<file path="src/rtl/ram_port_arbiter.sv">
// Two-port round-robin front end for a single-ported synchronous RAM.
// One access in flight at a time; the RAM read latency is absorbed here.
module ram_port_arbiter #(
    parameter int unsigned ADDR_W = 16,
    parameter int unsigned DATA_W = 16,
    parameter int unsigned RD_LAT = 1
) (
    input  logic              clock,
    input  logic              reset,
    input  logic              a_req,
    input  logic              a_we,
    input  logic [ADDR_W-1:0] a_addr,
    input  logic [DATA_W-1:0] a_wdata,
    output logic              a_gnt,
    output logic              a_rvalid,
    output logic [DATA_W-1:0] a_rdata,
    input  logic              b_req,
    input  logic              b_we,
    input  logic [ADDR_W-1:0] b_addr,
    input  logic [DATA_W-1:0] b_wdata,
    output logic              b_gnt,
    output logic              b_rvalid,
    output logic [DATA_W-1:0] b_rdata,
    output logic [ADDR_W-1:0] ram_address,
    output logic [DATA_W-1:0] ram_data,
    output logic              ram_wren,
    input  logic [DATA_W-1:0] ram_q
);

    typedef enum logic [1:0] {
        S_IDLE,
        S_ISSUE,
        S_WAIT
    } state_t;

    localparam logic [1:0] LP_CNT_INIT = 2'(RD_LAT - 1);

    state_t              r_state, w_state_nxt;
    logic                r_last_b, w_last_b_nxt;
    logic                r_win_b, w_win_b_nxt;
    logic                r_we, w_we_nxt;
    logic [1:0]          r_cnt, w_cnt_nxt;
    logic [ADDR_W-1:0]   r_ram_address, w_ram_address_nxt;
    logic [DATA_W-1:0]   r_ram_data, w_ram_data_nxt;
    logic                r_ram_wren, w_ram_wren_nxt;
    logic                r_a_gnt, w_a_gnt_nxt;
    logic                r_b_gnt, w_b_gnt_nxt;
    logic                r_a_rvalid, w_a_rvalid_nxt;
    logic                r_b_rvalid, w_b_rvalid_nxt;
    logic [DATA_W-1:0]   r_a_rdata, w_a_rdata_nxt;
    logic [DATA_W-1:0]   r_b_rdata, w_b_rdata_nxt;
    logic                w_pick_b;

    // With both requesting, the port not granted last wins.
    assign w_pick_b = b_req && (!a_req || !r_last_b);

    always_comb begin
        w_state_nxt       = r_state;
        w_last_b_nxt      = r_last_b;
        w_win_b_nxt       = r_win_b;
        w_we_nxt          = r_we;
        w_cnt_nxt         = r_cnt;
        w_ram_address_nxt = r_ram_address;
        w_ram_data_nxt    = r_ram_data;
        w_ram_wren_nxt    = 1'b0;
        w_a_gnt_nxt       = 1'b0;
        w_b_gnt_nxt       = 1'b0;
        w_a_rvalid_nxt    = 1'b0;
        w_b_rvalid_nxt    = 1'b0;
        w_a_rdata_nxt     = r_a_rdata;
        w_b_rdata_nxt     = r_b_rdata;

        case (r_state)
            S_IDLE: begin
                if (a_req || b_req) begin
                    w_state_nxt       = S_ISSUE;
                    w_last_b_nxt      = w_pick_b;
                    w_win_b_nxt       = w_pick_b;
                    w_we_nxt          = w_pick_b ? b_we : a_we;
                    w_ram_wren_nxt    = w_pick_b ? b_we : a_we;
                    w_ram_address_nxt = w_pick_b ? b_addr : a_addr;
                    w_ram_data_nxt    = w_pick_b ? b_wdata : a_wdata;
                    w_a_gnt_nxt       = !w_pick_b;
                    w_b_gnt_nxt       = w_pick_b;
                end
            end
            S_ISSUE: begin
                if (r_we) begin
                    w_state_nxt = S_IDLE;
                end else begin
                    w_state_nxt = S_WAIT;
                    w_cnt_nxt   = LP_CNT_INIT;
                end
            end
            S_WAIT: begin
                if (r_cnt == 2'd0) begin
                    w_state_nxt = S_IDLE;
                    if (r_win_b) begin
                        w_b_rvalid_nxt = 1'b1;
                        w_b_rdata_nxt  = ram_q;
                    end else begin
                        w_a_rvalid_nxt = 1'b1;
                        w_a_rdata_nxt  = ram_q;
                    end
                end else begin
                    w_cnt_nxt = r_cnt - 2'd1;
                end
            end
            default: begin
                w_state_nxt = S_IDLE;
            end
        endcase
    end

    always_ff @(posedge clock) begin
        if (!reset) begin
            r_state       <= S_IDLE;
            r_last_b      <= 1'b1;
            r_win_b       <= 1'b0;
            r_we          <= 1'b0;
            r_cnt         <= '0;
            r_ram_address <= '0;
            r_ram_data    <= '0;
            r_ram_wren    <= 1'b0;
            r_a_gnt       <= 1'b0;
            r_b_gnt       <= 1'b0;
            r_a_rvalid    <= 1'b0;
            r_b_rvalid    <= 1'b0;
            r_a_rdata     <= '0;
            r_b_rdata     <= '0;
        end else begin
            r_state       <= w_state_nxt;
            r_last_b      <= w_last_b_nxt;
            r_win_b       <= w_win_b_nxt;
            r_we          <= w_we_nxt;
            r_cnt         <= w_cnt_nxt;
            r_ram_address <= w_ram_address_nxt;
            r_ram_data    <= w_ram_data_nxt;
            r_ram_wren    <= w_ram_wren_nxt;
            r_a_gnt       <= w_a_gnt_nxt;
            r_b_gnt       <= w_b_gnt_nxt;
            r_a_rvalid    <= w_a_rvalid_nxt;
            r_b_rvalid    <= w_b_rvalid_nxt;
            r_a_rdata     <= w_a_rdata_nxt;
            r_b_rdata     <= w_b_rdata_nxt;
        end
    end

    assign a_gnt       = r_a_gnt;
    assign b_gnt       = r_b_gnt;
    assign a_rvalid    = r_a_rvalid;
    assign b_rvalid    = r_b_rvalid;
    assign a_rdata     = r_a_rdata;
    assign b_rdata     = r_b_rdata;
    assign ram_address = r_ram_address;
    assign ram_data    = r_ram_data;
    assign ram_wren    = r_ram_wren;

endmodule

</file>
<file path="config.mk">
export PLATFORM = sky130hd
export DESIGN_NAME = ram_port_arbiter
export DESIGN_NICKNAME = d
export VERILOG_FILES = /design/src/rtl/ram_port_arbiter.sv
export SDC_FILE = /design/constraint.sdc
export NUM_CORES = 1
export LEC_CHECK = 0
export CAP_MARGIN = 15
export CELL_PAD_IN_SITES_DETAIL_PLACEMENT = 1
export CELL_PAD_IN_SITES_GLOBAL_PLACEMENT = 1
export CORE_UTILIZATION = 26
export CTS_CLUSTER_DIAMETER = 50
export CTS_CLUSTER_SIZE = 10
export DETAILED_ROUTE_END_ITERATION = 6
export GPL_ROUTABILITY_DRIVEN = 0
export HOLD_SLACK_MARGIN = 0.08
export PLACE_DENSITY = 0.86
export SYNTH_ARGS = -nofsm -noshare
export SYNTH_HDL_FRONTEND = slang
export SYNTH_SLANG_ARGS = --single-unit
</file>
<file path="constraint.sdc">
create_clock -name clock -period 1.3 [get_ports clock]
set_input_delay 0.26 -clock clock [delete_from_list [all_inputs] [get_ports clock]]
set_output_delay 0.26 -clock clock [all_outputs]
set_load 0.05 [all_outputs]
</file>
======== Word-level counts from Yosys, hierarchy flattened ========
Cells that the tools add are included.
cells by class
  bitwise logic cells ..................... 1
  $add $sub $neg .......................... 1
  multiplexer cells ....................... 12
  reduce and logical (&&, ||, !) cells .... 16
  eq/ne operators ......................... 6
operators with widths
  kind                                                                count
  16-bit two-way mux                                                  2
  3-bit AND reduction                                                 5
  2-bit two-way mux                                                   5
  2-bit != test, second input constant                                4
  2-bit one-hot mux with 3 select lines                               1
  2-bit zero test                                                     2
  2-bit one-hot mux with 2 select lines                               1
  2-bit AND reduction                                                 2
  1-bit zero test                                                     3
  1-bit two-way mux                                                   3
  2-bit by 1-bit == test with 1-bit output, second input constant     1
  2-bit == test, second input constant                                1
  1-bit logical OR                                                    2
  2-bit nonzero test                                                  1
  2-bit by 1-bit subtractor with 2-bit output, second input constant  1
  1-bit logical AND                                                   1
  1-bit inverter                                                      1
word-level totals
  output and inout bits ................... 69
  word-level logic and storage cells ...... 50
  register bits after elaboration ......... 76

======== Depth between registers and ports, before layout ========
Gate-level depths: netlist (run 1).
  depth in word-level cells ............... 4
  depth in mapped cells ................... 7
  gate-level depth less buffers ........... 5

======== Least setup slack after synthesis (run 1) ========
Ideal clock, no wire load.
  kind .................................... reg2reg
  from .................................... reg r_cnt[0]
  to ...................................... reg r_a_rvalid (netlist: a_rvalid)
  path buffers ............................ 2
  data required time ...................... 1.185 ns
  cell stages (with the launch flop) ...... 7
  setup slack ............................. -0.077 ns
  arrival ................................. 1.262 ns
  setup time .............................. 0.115 ns
  path through ............................ dfxtp_1 -> inv_1 -> ha_1 -> and4bb_2 -> buf_4 -> buf_6 -> and2_1
on the way
  word-level cells in the longest chain between the ends .. 2
RTL lines
  what                                  RTL line  RTL
  start: declaration                    42        logic [1:0] r_cnt, w_cnt_nxt;
  start signal: assignment              136       r_cnt <= w_cnt_nxt;
  2-bit zero test                       96        if (r_cnt == 2'd0) begin
  3-bit AND reduction (no source line)  n/a
  end signal: assignment                142       r_a_rvalid <= w_a_rvalid_nxt;
  end: declaration                      48        logic r_a_rvalid, w_a_rvalid_nxt;
Every way passes these cells.
A chain may end at the register's enable or synchronous reset.

======== Final worst setup path (run 1) ========
  from .................................... reg r_cnt[1]
  to ...................................... reg r_b_rdata[1] (netlist: b_rdata[1])
on the way
  word-level cells in the longest chain between the ends .. 2
RTL lines
  what                                  RTL line  RTL
  2-bit zero test                       96
  3-bit AND reduction (no source line)  n/a
  end signal: assignment                145       r_b_rdata <= w_b_rdata_nxt;
  end: declaration                      51        logic [DATA_W-1:0] r_b_rdata, w_b_rdata_nxt;
Every way passes these cells.

==> results by group, run 1 <==
Outcome
  – Status: finished, violations left
  – Failing checks: negative setup slack

Global routing
  – First-pass GRT wire length: 16400 µm
  – Vias in the first global route: 3245
  – GR Util All Layers: 0.182
  – Grt total ovfl: 0
  – Largest net degree at the start of global routing: 35
  – Initial antenna violation count: 0

Synthesis
  – Top cell type by total area after synthesis: dfxtp_1
  – Syn. warnings: 0
  – Yosys reg bits: 76
  – Area contributors post-synth: dfxtp_1 50%, mux2i_1 11%, o2bb2ai_1 9.2%
  – Post-synth design cell area: 3050 µm²
  – Post-synthesis cell type count: 34
  – Post-Syn Instances: 299
  – Mean Syn Cell Area: 10.2 µm²
  – Top-area cell type share of the netlist area: 0.499
  – Post-Synthesis Net Count: 386
  – Post-synthesis sequential area ratio: 0.499

Setup path
  – R2R Path Start: r_cnt[1]$_SDFFE_PN0P_
  – WP buf/inv: 2
  – CP startpoint: r_cnt[1]$_SDFFE_PN0P_
  – Crit. End Element: flip-flop
  – Crit-path slowest cell: dfxtp_1
  – CP max FO: 8
  – CP Data Required Time: 1.55 ns
  – CP Class: flip-flop to flip-flop
  – Slowest stage delay, CP: 0.31 ns
  – Top cell family by delay on the critical path: simple AND/OR/NAND/NOR gates
  – Flop-to-flop setup slack: -0.02 ns
  – CP Launch Type: flip-flop
  – CP cell instances: inv_1 > ha_4 > and4b_2 > clkbuf_16 > nand2_1 > a21boi_0
  – WP data arrival: 1.57 ns

Layout
  – Nets: 554
  – Ratio of cells with drive above 1 in the final layout: 0.299
  – Final instance area: 6180 µm²
  – Antenna fix cells: 0
  – Area Overhead vs Synth: 102%
  – Most common cell after layout, fill and taps aside: clkdlybuf4s50_1
  – Most frequent cells in the layout: 82 x clkdlybuf4s50_1, 75 x buf_12, 72 x dfxtp_1, 60 x nand2_1, 31 x o2bb2ai_1

Detailed routing
  – Vias per cell: 4.79
  – Drt wl/cell: 18.2 µm
  – Drt first pass iters: 4
  – Final WL: 11200 µm
  – # DRC: 0
  – Final ANT Viol Nets: 0
  – Vias: 2943
  – DRT iter0 DRCs: 143

Timing
  – Fin crit share: 1.01
  – Final setup margin: -0.0187 ns
  – Final setup viols: 3
  – Max transition margin: 0.813
  – Fmax: 758 MHz
  – Setup tns final: -0.0404 ns
  – Fin crit period: 1.32 ns
  – RSZ-0062 raised after global routing: true
  – Slew @ Worst Pin: 0.280 ns
  – Total count of hold-check failures in the final report: 0
  – Fin. max-slew vios: 0
  – Layout Skew: 0.00445 ns

Die
  – Die H: 110 µm
  – Die X: 110 µm
  – Initial Util: 0.267
  – Ports: 155
  – Core area: 11400 µm²
  – Row count: 39
  – Total Die Area: 12200 µm²

Placed design
  – Pre-CTS WS: -0.517 ns
  – Placed Area: 5530 µm²
  – Detailed Place HPWL: 7720 µm
  – Port Buffers: 154

Clock tree
  – Clk_lat worst skew: 0.33 ns
  – Clock-pin slew on the worst setup and hold paths: 0.06 ns
  – # clock sinks: 76
  – Max H-tree Level: 3
  – CTS tree: built
  – Post-CTS Hold Buffers: 0
  – Root Driver: clkbuf_16
  – Clock Tree Buf Depth: 2
  – Total CTS buffers: 9

Run
  – Maxcap violations: 0

Power
  – Maximum VDD drop: 0.617 mV
  – Power Total: 7.65 mW
  – Leakage power total: 2.35 nW
  – PwrDens: 1240 nW/µm²

Min path
  – Hold Crit Class: flip-flop to flip-flop
  – Worst Hold Launch: b_rdata[10]$_SDFFE_PN0P_
-- worst paths after layout --
kind | end | cells past startpoint
max | b_rdata[1]$_SDFFE_PN0P_ | 6
min | b_rdata[10]$_SDFFE_PN0P_ | 2
max reg2reg | b_rdata[1]$_SDFFE_PN0P_ | 6
min reg2reg | b_rdata[10]$_SDFFE_PN0P_ | 2
-- kinds of logic after synthesis --
kind of cell / count (synthesis) / share of synthesized area
adders and majority gates: 1 / 0.00410
DFF: 76 / 0.499
AOI/OAI and AO/OA: 79 / 0.203
and+or+nand+nor: 83 / 0.127
buffers and inverters: 28 / 0.0615
muxes: 32 / 0.105
-- power breakdown --
group / internal (mW) / switching (mW)
logic: 1.00 / 0.862
registers: 2.48 / 0.176
clock network: 2.16 / 0.961
total: 5.65 / 2.00
-- per-stage QoR --
stage / hold WS [ns] / std cells / util
after floorplan: 0.370 / 299 / -
after global placement: 0.477 / 590 / 0.484
after detailed placement: 0.488 / 590 / 0.484
after CTS: 0.496 / 612 / 0.530
after global routing: 0.517 / 614 / 0.541
final: 0.489 / 614 / 0.541
-- cell usage after synthesis --
cell and number:
buf_4 3, ha_1 1, o21ai_0 3, dfxtp_1 76
a21boi_1 14, a311oi_1 1, and2_1 3, o211ai_1 1
o21ai_1 1, nand4bb_1 2, nand2_1 64, nor2_1 3
mux2i_1 32, buf_6 8, and4bb_2 1, nand4b_2 1
clkbuf_2 1, clkbuf_1 3, o31a_1 1, a221o_1 1
a21o_1 2, and4b_1 1, nor2b_1 2, o2bb2ai_1 32
nor3b_1 1, a21oi_1 3, inv_1 4, nand2b_1 1
buf_2 8, nor3b_2 1, and3_1 3, o21a_1 1
buf_1 1, a21boi_0 19
-- final cells by class --
class / count / area [µm²]
multi-input cells: 195 / 1470
clock buffers: 11 / 253
clock inverters: 4 / 120
repair buffers: 181 / 2610
well taps: 143 / 179
fillers: 1180 / 5240
inverters: 4 / 15.0
flip-flops and latches: 76 / 1530
-- registers in the layout, indices dropped and copies added, names as in the netlist, 2 cells and up --
register	cells
a_rdata	16
b_rdata	16
ram_address	16
ram_data	16
r_cnt	2
r_state	2
-- routing by layer --
layer,global-route usage,up-vias,wire length [µm]
li1,-,1384,-
met1,0.182,1428,4040
met2,0.346,116,6170
met3,0.0511,15,754
met4,0.0846,0,213
met5,0,-,0
-- worst min-delay path: cells and delay by family, from the launching register on --
family | cells | cell delay, ns
and+or+nand+nor | 1 | 0.06
AOI/OAI and AO/OA | 1 | 0.05
DFF | 1 | 0.33
-- what timing repair did --
item | in CTS | in global routing
setup buffers | 4 | 1
pin swaps | 1 | 8
gates cloned | 3 | 3
endpoints found under the hold margin | 0 | 0
endpoints found under the setup margin | 54 | 50
resized for setup | 24 | 33
No activity file was read; power rests on OpenSTA's default activity.
==> run 2, diff against run 1 <==
--- a/config.mk
+++ b/config.mk
@@ -5,16 +5,17 @@
 export SDC_FILE = /design/constraint.sdc
 export NUM_CORES = 1
 export LEC_CHECK = 0
+export ABC_AREA = 1
 export CAP_MARGIN = 15
 export CELL_PAD_IN_SITES_DETAIL_PLACEMENT = 1
 export CELL_PAD_IN_SITES_GLOBAL_PLACEMENT = 1
-export CORE_UTILIZATION = 26
+export CORE_UTILIZATION = 25
 export CTS_CLUSTER_DIAMETER = 50
 export CTS_CLUSTER_SIZE = 10
 export DETAILED_ROUTE_END_ITERATION = 6
 export GPL_ROUTABILITY_DRIVEN = 0
 export HOLD_SLACK_MARGIN = 0.08
-export PLACE_DENSITY = 0.86
+export PLACE_DENSITY = 0.87
 export SYNTH_ARGS = -nofsm -noshare
 export SYNTH_HDL_FRONTEND = slang
 export SYNTH_SLANG_ARGS = --single-unit
==> run 2 against run 1 <==
  * The run now ends clean
  * Count of clock-buffer cells in the layout is 2 lower
  * Largest power group is now registers
  * Non-clock buffer count fell by 3
  * Synthesized area grew 6.4%
  * Synthesized cell count increased by 57%
  * Cell count rose by 33%
  * Maximum frequency grew 2.4%
==> results by group, run 2 <==
Outcome
  – Status: complete, no violations

Synthesis
  – Post-Syn Instances: 470
  – Post-synthesis cell type count: 24
  – List of most frequent post-synthesis cells: 142 x nand2_1, 76 x dfxtp_1, 73 x inv_1, 71 x nor2_1, 35 x o21ai_0
  – Yosys reg bits: 76
  – Count leader, synth: nand2_1
  – Syn. warnings: 0
  – Top-area cell type share of the netlist area: 0.469
  – Post-Synthesis Net Count: 557
  – Top cell type by total area after synthesis: dfxtp_1
  – Post-synthesis sequential area ratio: 0.469
  – Top_reg_cell synth: dfxtp_1
  – Post-synth EDFFs: 0
  – Area contributors post-synth: dfxtp_1 47%, nand2_1 16%, inv_1 8.4%
  – Post-synth design cell area: 3250 µm²
  – Mean Syn Cell Area: 6.91 µm²
  – Synth async-reset ratio: 0

Timing
  – Slew @ Worst Pin: 0.241 ns
  – Setup tns final: 0 ns
  – Fmax: 777 MHz
  – Layout Skew: 0.00850 ns
  – RSZ-0062 raised after global routing: true
  – Fin crit share: 0.990
  – Total count of hold-check failures in the final report: 0
  – Final setup margin: 0.0127 ns
  – Final setup viols: 0
  – Max transition margin: 0.839
  – Fin crit period: 1.29 ns
  – Fin. max-slew vios: 0

Setup path
  – WP data arrival: 1.51 ns
  – Crit. End Element: flip-flop
  – CP Launch Type: flip-flop
  – CP Data Required Time: 1.52 ns
  – CP Class: flip-flop to flip-flop
  – CP max FO: 6
  – Reg2Reg Depth: 7

Clock tree
  – Total CTS buffers: 9
  – Max H-tree Level: 3
  – Clock-pin slew on the worst setup and hold paths: 0.07 ns
  – # clock sinks: 76
  – Root Driver: clkbuf_16
  – CTS tree: built
  – Clock Tree Buf Depth: 2
  – Clk_lat worst skew: 0.34 ns

Layout
  – Final instance area: 6280 µm²
  – Most frequent cells in the layout: 140 x nand2_1, 83 x clkdlybuf4s50_1, 76 x buf_12, 73 x dfxtp_1, 69 x inv_1
  – Final Non-Filler Cells: 818
  – Area Overhead vs Synth: 93.5%
  – Antenna fix cells: 0
  – Fin util: 0.498
  – Nets: 728
  – Most common cell after layout, fill and taps aside: nand2_1
  – Footprint of the multi-input gates: 1390 µm²
  – Fillers: 1470
  – Ratio of cells with drive above 1 in the final layout: 0.235
  – Storage cell area: 1530 µm²

Power
  – Maximum VDD drop: 0.457 mV
  – Leakage power total: 2.90 nW
  – PwrDens: 1160 nW/µm²

Detailed routing
  – Final WL: 12400 µm
  – Drt wl/cell: 15.2 µm
  – Vias per cell: 4.36
  – DRT iter0 DRCs: 140
  – Final ANT Viol Nets: 0
  – Drt first pass iters: 4
  – # DRC: 0
  – Vias: 3565

Placed design
  – Placed Area: 5750 µm²
  – Pre-CTS WS: -0.299 ns
  – Detailed Place HPWL: 9050 µm
  – Port Buffers: 154
  – Placed Cells: 793

Die
  – Die H: 116 µm
  – Total Die Area: 13400 µm²
  – Row count: 41
  – Core area: 12600 µm²
  – Initial Util: 0.257
  – Ports: 155
  – Die X: 116 µm

Global routing
  – Initial antenna violation count: 0
  – Vias in the first global route: 3808
  – GR Util All Layers: 0.187
  – Largest net degree at the start of global routing: 31
  – Grt total ovfl: 0
  – First-pass GRT wire length: 19000 µm

Min path
  – Hold path cells: 6
  – Hold Crit Class: primary input to flip-flop

Run
  – Maxcap violations: 0
run 2: cell count changes after synthesis, moves of 32 or more:
cell       before  now
o2bb2ai_1      32    0
nand3_1         0   34
nand2_1        64  142
inv_1           4   73
nor2_1          3   71
o21ai_0         3   35
mux2i_1        32    0
run 2: final cells by class:
class                           instances  share of cell area
Tap cell                              172              0.0343
Timing Repair inverter                  1             0.00139
Inverter                               78              0.0486
Sequential cell                        76               0.243
Timing Repair Buffer                  178               0.407
Multi-Input combinational cell        297               0.221
Clock inverter                          7             0.00936
Clock buffer                            9              0.0359
run 2: path summary, 6_finish.rpt:
kind | start | end | slack (ns)
min reg2reg | r_we$_SDFFE_PN0P_ | r_we$_SDFFE_PN0P_ | 0.46
max | r_cnt[0]$_SDFFE_PN0P_ | b_rdata[14]$_SDFFE_PN0P_ | 0.01
min | a_req | r_last_b$_SDFFE_PN1P_ | 0.46
max reg2reg | r_cnt[0]$_SDFFE_PN0P_ | b_rdata[14]$_SDFFE_PN0P_ | 0.01
run 2: worst max-delay path, cell delays in order, from the launching register on:
cell	delay (ns)
dfxtp_2	0.32
inv_2	0.07
ha_4	0.13
buf_4	0.11
nand4_4	0.14
buf_6	0.20
o21ai_1	0.14
nor2_1	0.07
run 2: kinds of logic after synthesis:
family                     after synthesis  synth area share
and+or+nand+nor                        255             0.329
buffers and inverters                   99             0.137
DFF                                     76             0.469
AOI/OAI and AO/OA                       39            0.0609
adders and majority gates                1           0.00385
run 2: through the flow:
step / power [mW] / hold WS (ns)
floorplan: 3.64 / 0.423
global placement: 4.78 / 0.452
detailed placement: 4.84 / 0.456
CTS: 7.30 / 0.467
global route: 7.67 / 0.502
finish: 7.28 / 0.458
run 2: what timing repair did:
action / CTS / global route
endpoints found under the setup margin: 32 / 64
setup buffers: 0 / 2
cloned: 4 / 3
hold buffers: 0 / 0
pin swaps: 7 / 7
gates resized for setup: 24 / 45
run 2: where the power goes:
group	internal (mW)	switching [mW]	total [mW]	leakage, nW
sequential	2.50	0.190	2.69	0.623
combinational	1.08	1.11	2.19	2.14
clock	1.32	1.07	2.39	0.133
run 2: layer usage:
metal | global-route usage | share of wire | vias up
met1 | 0.189 | 0.37 | 1660
met3 | 0.0596 | 0.069 | 26
met5 | 0 | 0 | -
li1 | - | - | 1750
met4 | 0.0744 | 0.023 | 0
met2 | 0.353 | 0.54 | 129
==> run 3, diff against run 2 <==
--- a/config.mk
+++ b/config.mk
@@ -6,7 +6,7 @@
 export NUM_CORES = 1
 export LEC_CHECK = 0
 export ABC_AREA = 1
-export CAP_MARGIN = 15
+export CAP_MARGIN = 0
 export CELL_PAD_IN_SITES_DETAIL_PLACEMENT = 1
 export CELL_PAD_IN_SITES_GLOBAL_PLACEMENT = 1
 export CORE_UTILIZATION = 25
==> results of run 3 <==
Same layout as run 2: the final DEF is identical, and so are final timing and power.
